<file path="src/rtl/pri_ctrl_pkg.sv">
// Shared types and sizes for the TC0360PRI register front-end.
package pri_ctrl_pkg;

  localparam int PRI_NUM_REGS = 16;
  localparam int PRI_ADDR_W   = 4;

  typedef logic [7:0] pri_reg_t;

  typedef enum logic [1:0] {
    PC_IDLE,
    PC_COPY,
    PC_DONE
  } pri_commit_state_t;

endpackage

</file>
<file path="src/rtl/pri_commit_sequencer_if.sv">
// CPU register bus for the priority mixer front-end.
interface pri_commit_sequencer_if;
  import pri_ctrl_pkg::*;

  logic                  cs;
  logic                  cpu_rw;
  logic [PRI_ADDR_W-1:0] cpu_addr;
  logic [1:0]            cpu_ds_n;
  pri_reg_t              cpu_din;
  pri_reg_t              cpu_dout;

  modport master (output cs, cpu_rw, cpu_addr, cpu_ds_n, cpu_din, input cpu_dout);
  modport slave  (input cs, cpu_rw, cpu_addr, cpu_ds_n, cpu_din, output cpu_dout);

endinterface

</file>
<file path="src/rtl/pri_rise_detect.sv">
// Rising-edge detector: one-cycle pulse when a level input goes 0->1.
module pri_rise_detect (
  input  logic clk,
  input  logic reset,
  input  logic in,
  output logic rise
);

  logic in_d, in_q;

  always_comb in_d = in;

  always_ff @(posedge clk) begin
    if (reset) in_q <= 1'b0;
    else       in_q <= in_d;
  end

  assign rise = in & ~in_q;

endmodule

</file>
<file path="src/rtl/pri_commit_sequencer.sv">
// Double-buffered mixer control bank; shadow->live copy runs once per vblank rise.
// Build option PRI_VBLANK_LATCH_EN enables the vblank-latched copy; otherwise writes go live at once.
module pri_commit_sequencer
  import pri_ctrl_pkg::*;
(
  input  logic                      clk,
  input  logic                      reset,
  pri_commit_sequencer_if.slave     cpu,
  input  logic                      vblank,
  output logic [8*PRI_NUM_REGS-1:0] ctrl_live,
  output logic                      busy,
  output logic                      commit_done
);

  pri_reg_t                 shadow_q [PRI_NUM_REGS];
  pri_reg_t                 shadow_d [PRI_NUM_REGS];
  pri_reg_t                 live_q   [PRI_NUM_REGS];
  pri_reg_t                 live_d   [PRI_NUM_REGS];
  logic [PRI_NUM_REGS-1:0]  dirty_q, dirty_d;
  pri_reg_t                 cpu_dout_q, cpu_dout_d;
  pri_commit_state_t        state_q, state_d;
  logic [PRI_ADDR_W-1:0]    idx_q, idx_d;
  logic                     pending_q, pending_d;
  logic                     busy_q, busy_d;
  logic                     commit_done_q, commit_done_d;

  logic wr_en, rd_en;
  assign wr_en = cpu.cs & ~cpu.cpu_rw & ~cpu.cpu_ds_n[0];
  assign rd_en = cpu.cs &  cpu.cpu_rw;

`ifdef PRI_VBLANK_LATCH_EN
  logic rise;
  logic unused_ok;
  assign unused_ok = cpu.cpu_ds_n[1];

  pri_rise_detect u_vblank_rise (
    .clk   (clk),
    .reset (reset),
    .in    (vblank),
    .rise  (rise)
  );
`else
  logic unused_ok;
  assign unused_ok = ^{cpu.cpu_ds_n[1], vblank};
`endif

  always_comb begin
    // NOTE: every _d gets a default first so no path leaves it unassigned (no latches);
    // blocking '=' is correct here, only the always_ff uses '<='.
    shadow_d      = shadow_q;
    live_d        = live_q;
    dirty_d       = dirty_q;
    state_d       = state_q;
    idx_d         = idx_q;
    pending_d     = pending_q;
    cpu_dout_d    = rd_en ? shadow_q[cpu.cpu_addr] : cpu_dout_q;

`ifdef PRI_VBLANK_LATCH_EN
    unique case (state_q)
      PC_IDLE: begin
        if (rise) begin
          state_d = PC_COPY;
          idx_d   = '0;
        end
      end
      PC_COPY: begin
        if (rise) pending_d = 1'b1;
        if (dirty_q[idx_q]) begin
          live_d[idx_q]  = shadow_q[idx_q];
          dirty_d[idx_q] = 1'b0;
        end
        if (idx_q == PRI_ADDR_W'(PRI_NUM_REGS - 1)) state_d = PC_DONE;
        else                                        idx_d   = idx_q + 1'b1;
      end
      PC_DONE: begin
        // A rise landing in the DONE cycle itself also earns another pass.
        if (pending_q | rise) begin
          pending_d = 1'b0;
          state_d   = PC_COPY;
          idx_d     = '0;
        end else begin
          state_d   = PC_IDLE;
        end
      end
      default: state_d = PC_IDLE;
    endcase

    // Applied after the copy so a same-index write keeps its dirty bit.
    if (wr_en) begin
      shadow_d[cpu.cpu_addr] = cpu.cpu_din;
      dirty_d[cpu.cpu_addr]  = 1'b1;
    end
`else
    if (wr_en) begin
      shadow_d[cpu.cpu_addr] = cpu.cpu_din;
      live_d[cpu.cpu_addr]   = cpu.cpu_din;
    end
`endif

    busy_d        = (state_d == PC_COPY);
    commit_done_d = (state_d == PC_DONE);
  end

  always_ff @(posedge clk) begin
    if (reset) begin
      // NOTE: the register banks are reset explicitly; the mixer must see all-zero controls.
      shadow_q      <= '{default: '0};
      live_q        <= '{default: '0};
      dirty_q       <= '0;
      cpu_dout_q    <= '0;
      state_q       <= PC_IDLE;
      idx_q         <= '0;
      pending_q     <= 1'b0;
      busy_q        <= 1'b0;
      commit_done_q <= 1'b0;
    end else begin
      shadow_q      <= shadow_d;
      live_q        <= live_d;
      dirty_q       <= dirty_d;
      cpu_dout_q    <= cpu_dout_d;
      state_q       <= state_d;
      idx_q         <= idx_d;
      pending_q     <= pending_d;
      busy_q        <= busy_d;
      commit_done_q <= commit_done_d;
    end
  end

  for (genvar i = 0; i < PRI_NUM_REGS; i++) begin : g_live_flat
    assign ctrl_live[8*i +: 8] = live_q[i];
  end

  assign cpu.cpu_dout = cpu_dout_q;
  assign busy         = busy_q;
  assign commit_done  = commit_done_q;

endmodule

</file>
<file path="src/flat_wrapper.sv">
// flat-port wrapper written by rule: the top's interface ports become plain ports
module pri_commit_sequencer_flat import pri_ctrl_pkg::*;
  (clk, reset, vblank, ctrl_live, busy, commit_done, cpu_cs, cpu_cpu_rw, cpu_cpu_addr, cpu_cpu_ds_n, cpu_cpu_din, cpu_cpu_dout);
  pri_commit_sequencer_if cpu_i ();
  input  logic clk;
  input  logic reset;
  input  logic vblank;
  output logic [8*PRI_NUM_REGS-1:0] ctrl_live;
  output logic busy;
  output logic commit_done;
  input wire logic [$bits(cpu_i.cs)-1:0] cpu_cs;
  input wire logic [$bits(cpu_i.cpu_rw)-1:0] cpu_cpu_rw;
  input wire logic [$bits(cpu_i.cpu_addr)-1:0] cpu_cpu_addr;
  input wire logic [$bits(cpu_i.cpu_ds_n)-1:0] cpu_cpu_ds_n;
  input wire logic [$bits(cpu_i.cpu_din)-1:0] cpu_cpu_din;
  output wire logic [$bits(cpu_i.cpu_dout)-1:0] cpu_cpu_dout;
  assign cpu_i.cs = cpu_cs;
  assign cpu_i.cpu_rw = cpu_cpu_rw;
  assign cpu_i.cpu_addr = cpu_cpu_addr;
  assign cpu_i.cpu_ds_n = cpu_cpu_ds_n;
  assign cpu_i.cpu_din = cpu_cpu_din;
  assign cpu_cpu_dout = cpu_i.cpu_dout;
  pri_commit_sequencer u_core (.clk(clk), .reset(reset), .cpu(cpu_i), .vblank(vblank), .ctrl_live(ctrl_live), .busy(busy), .commit_done(commit_done));
endmodule
</file>
<file path="config.mk">
export PLATFORM = sky130hd
export DESIGN_NAME = pri_commit_sequencer_flat
export DESIGN_NICKNAME = d
export VERILOG_FILES = /design/src/rtl/pri_ctrl_pkg.sv /design/src/rtl/pri_commit_sequencer_if.sv /design/src/rtl/pri_rise_detect.sv /design/src/rtl/pri_commit_sequencer.sv /design/src/flat_wrapper.sv
export SDC_FILE = /design/constraint.sdc
export NUM_CORES = 1
export LEC_CHECK = 0
export BUFFER_PORTS_ARGS = -buffer_cell sky130_fd_sc_hd__clkbuf_2
export CAP_MARGIN = 25
export CORE_MARGIN = 8
export CORE_UTILIZATION = 48
export DETAILED_ROUTE_END_ITERATION = 10
export PLACE_DENSITY = 0.76
export SLEW_MARGIN = 10
export SYNTH_ARGS = -nofsm -noshare
export SYNTH_HDL_FRONTEND = slang
export SYNTH_HIERARCHICAL = 1
export SYNTH_SLANG_ARGS = --single-unit
</file>
<file path="constraint.sdc">
create_clock -name clk -period 2.21 [get_ports clk]
set_clock_uncertainty 0.15 [all_clocks]
set_input_delay 0.442 -clock clk [delete_from_list [all_inputs] [get_ports clk]]
set_output_delay 0.442 -clock clk [all_outputs]
set_load 0.1 [all_outputs]
</file>
==> impl_metrics.json <==
{
  "outcome": "finished, final reports clean",
  "start_util_pct": 48.5,
  "powerDensity_mw_per_mm2": 726,
  "worst_hold_path_type": "reg2reg",
  "synth_area_mm2": 0.00602,
  "drive_gt1_share_pct": 30.6,
  "ir_drop_mv": 0.361,
  "num_vias": 5105,
  "period_minus_slack_ns": 1.92,
  "gp_congestion": 0.906,
  "drt_iter0_markers": 396,
  "grt_overflow_total": 0,
  "drt-total-wl_um": 18700,
  "rows": 41,
  "tightest_slew_ns": 0.597,
  "syn_inst": 585,
  "critPathLaunchType": "flop",
  "post_drt_wl_per_cell_um": 20.4,
  "layout_setup_ws_ns": 0.288,
  "clk_latency_ns": 0.42,
  "path_clk_slew_ns": 0.06,
  "r2r_setup_slack_ns": 0.53,
  "root_buffer": "clkbuf_16",
  "cp-end-kind": "output pin",
  "port_buffers": 152,
  "io_pins": 157,
  "critPathKind": "reg2out",
  "hold_ws_ns": 0.353,
  "track_usage_pct": 22.5,
  "post_cts_buffers": 0,
  "max_freq_ghz": 0.520,
  "place_hpwl_um": 13100,
  "layout_worst_path_cycle_share_pct": 87.0,
  "crit_path_start": "u_core/shadow_q[20]",
  "max_cap_violations": 0,
  "finalSetupViolCount": 0,
  "grt_pass1_vias": 5170,
  "core_mm2": 0.0124,
  "grt_pass1_wl_um": 28400,
  "ys_ff_latch": 136,
  "antenna_found_initial": 0,
  "slew_headroom_pct": 60.2,
  "rsz0062_at_grt": "false",
  "cp_slowest_cell": "clkbuf_2",
  "worstPathRequired_ns": 1.62,
  "worst-path-stages": 1,
  "tns_ns": 0,
  "path_delay_family": "buffers and inverters",
  "timing.rr.end": "u_core/cpu.cpu_dout[4]",
  "final_nets": 754,
  "grt_max_degree": 137,
  "p_leak_nw": 3.62,
  "fin_area_mm2": 0.00767,
  "placed_cell_area_mm2": 0.00713,
  "synth_largest_area_cell": "dfxtp_1",
  "h-tree-depth": 4,
  "path_cells": "clkbuf_2",
  "post-place-ws_ns": -0.0212,
  "cts_tree": "built",
  "cts_num_sinks": 136,
  "die_x_um": 128,
  "hold_viol_final": 0,
  "ant_nets": 0,
  "die_height_um": 128,
  "max_stage_delay_ns": 0.49,
  "cp_num_buf_inv": 1,
  "insertedDiodeCount": 0,
  "cts_buffer_depth": 2,
  "reg2reg_from": "u_core/shadow_q[76]",
  "synth.top_cells.by_area": "dfxtp_1 45%, mux2i_1 29%, nor2_1 8.5%",
  "drv_slew": 0,
  "hold_buffers": 0,
  "yosys_warnings": 6,
  "dieArea_mm2": 0.0164,
  "numCtsBuffers": 17,
  "cp_max_fo": 3,
  "fin_util_pct": 61.8,
  "reg2reg_depth": 3,
  "cp_data_arrival_time_ns": 1.33,
  "via_per_inst": 5.55,
  "synthDistinctLibCells": 29,
  "area_growth_pct": 27.5,
  "ys_seq_area_share_pct": 45.2,
  "yosysTopAreaCellShare_pct": 45.2,
  "cts-resized-gates": 0,
  "firstDrtPassIters": 5,
  "crit_end": "ctrl_live[108]",
  "syn_avg_cell_area_um2": 10.3,
  "route.detailed.drc": 0
}
## Yosys cell counts
master	n
nor2b_1	3
o221ai_1	8
buf_2	10
nand3b_1	1
dfxtp_1	136
mux2i_1	176
or3b_1	1
conb_1	1
a21oi_1	8
and2_1	1
mux4_2	8
nand2_1	2
and2_2	1
buf_1	1
a211oi_1	8
a221oi_1	8
o22ai_1	8
clkbuf_1	31
nor4b_1	1
nor2_1	137
or2_2	1
o21ai_0	8
or4b_1	1
nand2b_1	2
nor3_4	8
nand3_1	5
buf_4	5
nor3b_1	1
nand3_2	4
## final cells by class
type | count | area (um2)
clock buffers | 19 | 433
clock inverters | 13 | 108
fillers | 1033 | 4740
multi-input cells | 403 | 3090
flip-flops and latches | 136 | 2720
well taps | 172 | 215
repair buffers | 177 | 1100
## placed cells by master, fill, tap and decap left out, drive strengths merged
cell type,n
conb,2
nand3b,1
nand3,9
nand2b,2
or4b,1
a21oi,8
nor4b,1
bufinv,1
or2,1
buf,27
o21ai,8
mux4,8
a221oi,8
nor2b,3
nor3b,1
or3b,1
o22ai,8
dfxtp,136
a211oi,8
nor3,8
o221ai,8
clkinvlp,4
nand2,2
mux2i,176
and2,2
clkbuf,169
clkinv,8
nor2,137
## through the flow
step	total power, mW	std cells
2_1_floorplan	2.90	586
3_3_place_gp	3.02	888
3_5_place_dp	3.03	888
4_1_cts	5.59	920
5_1_grt	5.72	920
6_report	5.57	920
## sequential cells by signal, summed over array words and instances, names as in the netlist
register / count
u_core/shadow_q: 128
u_core/cpu.cpu_dout: 8
## logic make-up (layout without fill, tap and decap cells)
family                 count (synthesis)  count (layout)  synth area share (%)
AO/OA/AOI/OAI                         48              48                  5.49
other                                  1               2                0.0623
AND/OR/NAND/NOR                      169             169                  13.5
multiplexers                         184             184                  32.3
buffers and inverters                 47             209                  3.45
flip-flops                           136             136                  45.2
## worst min path at each step
stage                                 startpoint                endpoint  slack (ns)  depth (start not counted)
final                     u_core/cpu.cpu_dout[6]  u_core/cpu.cpu_dout[6]        0.35                          2
after floorplan                   cpu_cpu_din[4]    u_core/shadow_q[100]        0.44                          2
after global routing      u_core/cpu.cpu_dout[0]  u_core/cpu.cpu_dout[0]        0.38                          2
after CTS                 u_core/cpu.cpu_dout[6]  u_core/cpu.cpu_dout[6]        0.35                          2
after detailed placement  u_core/cpu.cpu_dout[6]  u_core/cpu.cpu_dout[6]        0.34                          2
after global placement    u_core/cpu.cpu_dout[6]  u_core/cpu.cpu_dout[6]        0.34                          2
## power breakdown
| part | total (mW) | internal (mW) | switching (mW) |
|---|---|---|---|
| Combinational | 0.494 | 0.117 | 0.376 |
| Clock | 2.59 | 1.53 | 1.06 |
| Sequential | 2.48 | 2.47 | 0.0136 |
## routing by layer
| layer | part of all wire, % | vias to the layer above | wire length, um | global-route usage (%) |
|---|---|---|---|---|
| li1 | - | 2363 | - | - |
| met1 | 40 | 2505 | 7560 | 26.1 |
| met2 | 51 | 204 | 9460 | 38.3 |
| met3 | 6.5 | 33 | 1220 | 5.82 |
| met4 | 2.6 | 0 | 488 | 9.79 |
| met5 | 0 | - | 0 | 0 |
No activity file was read; power rests on OpenSTA's default activity.
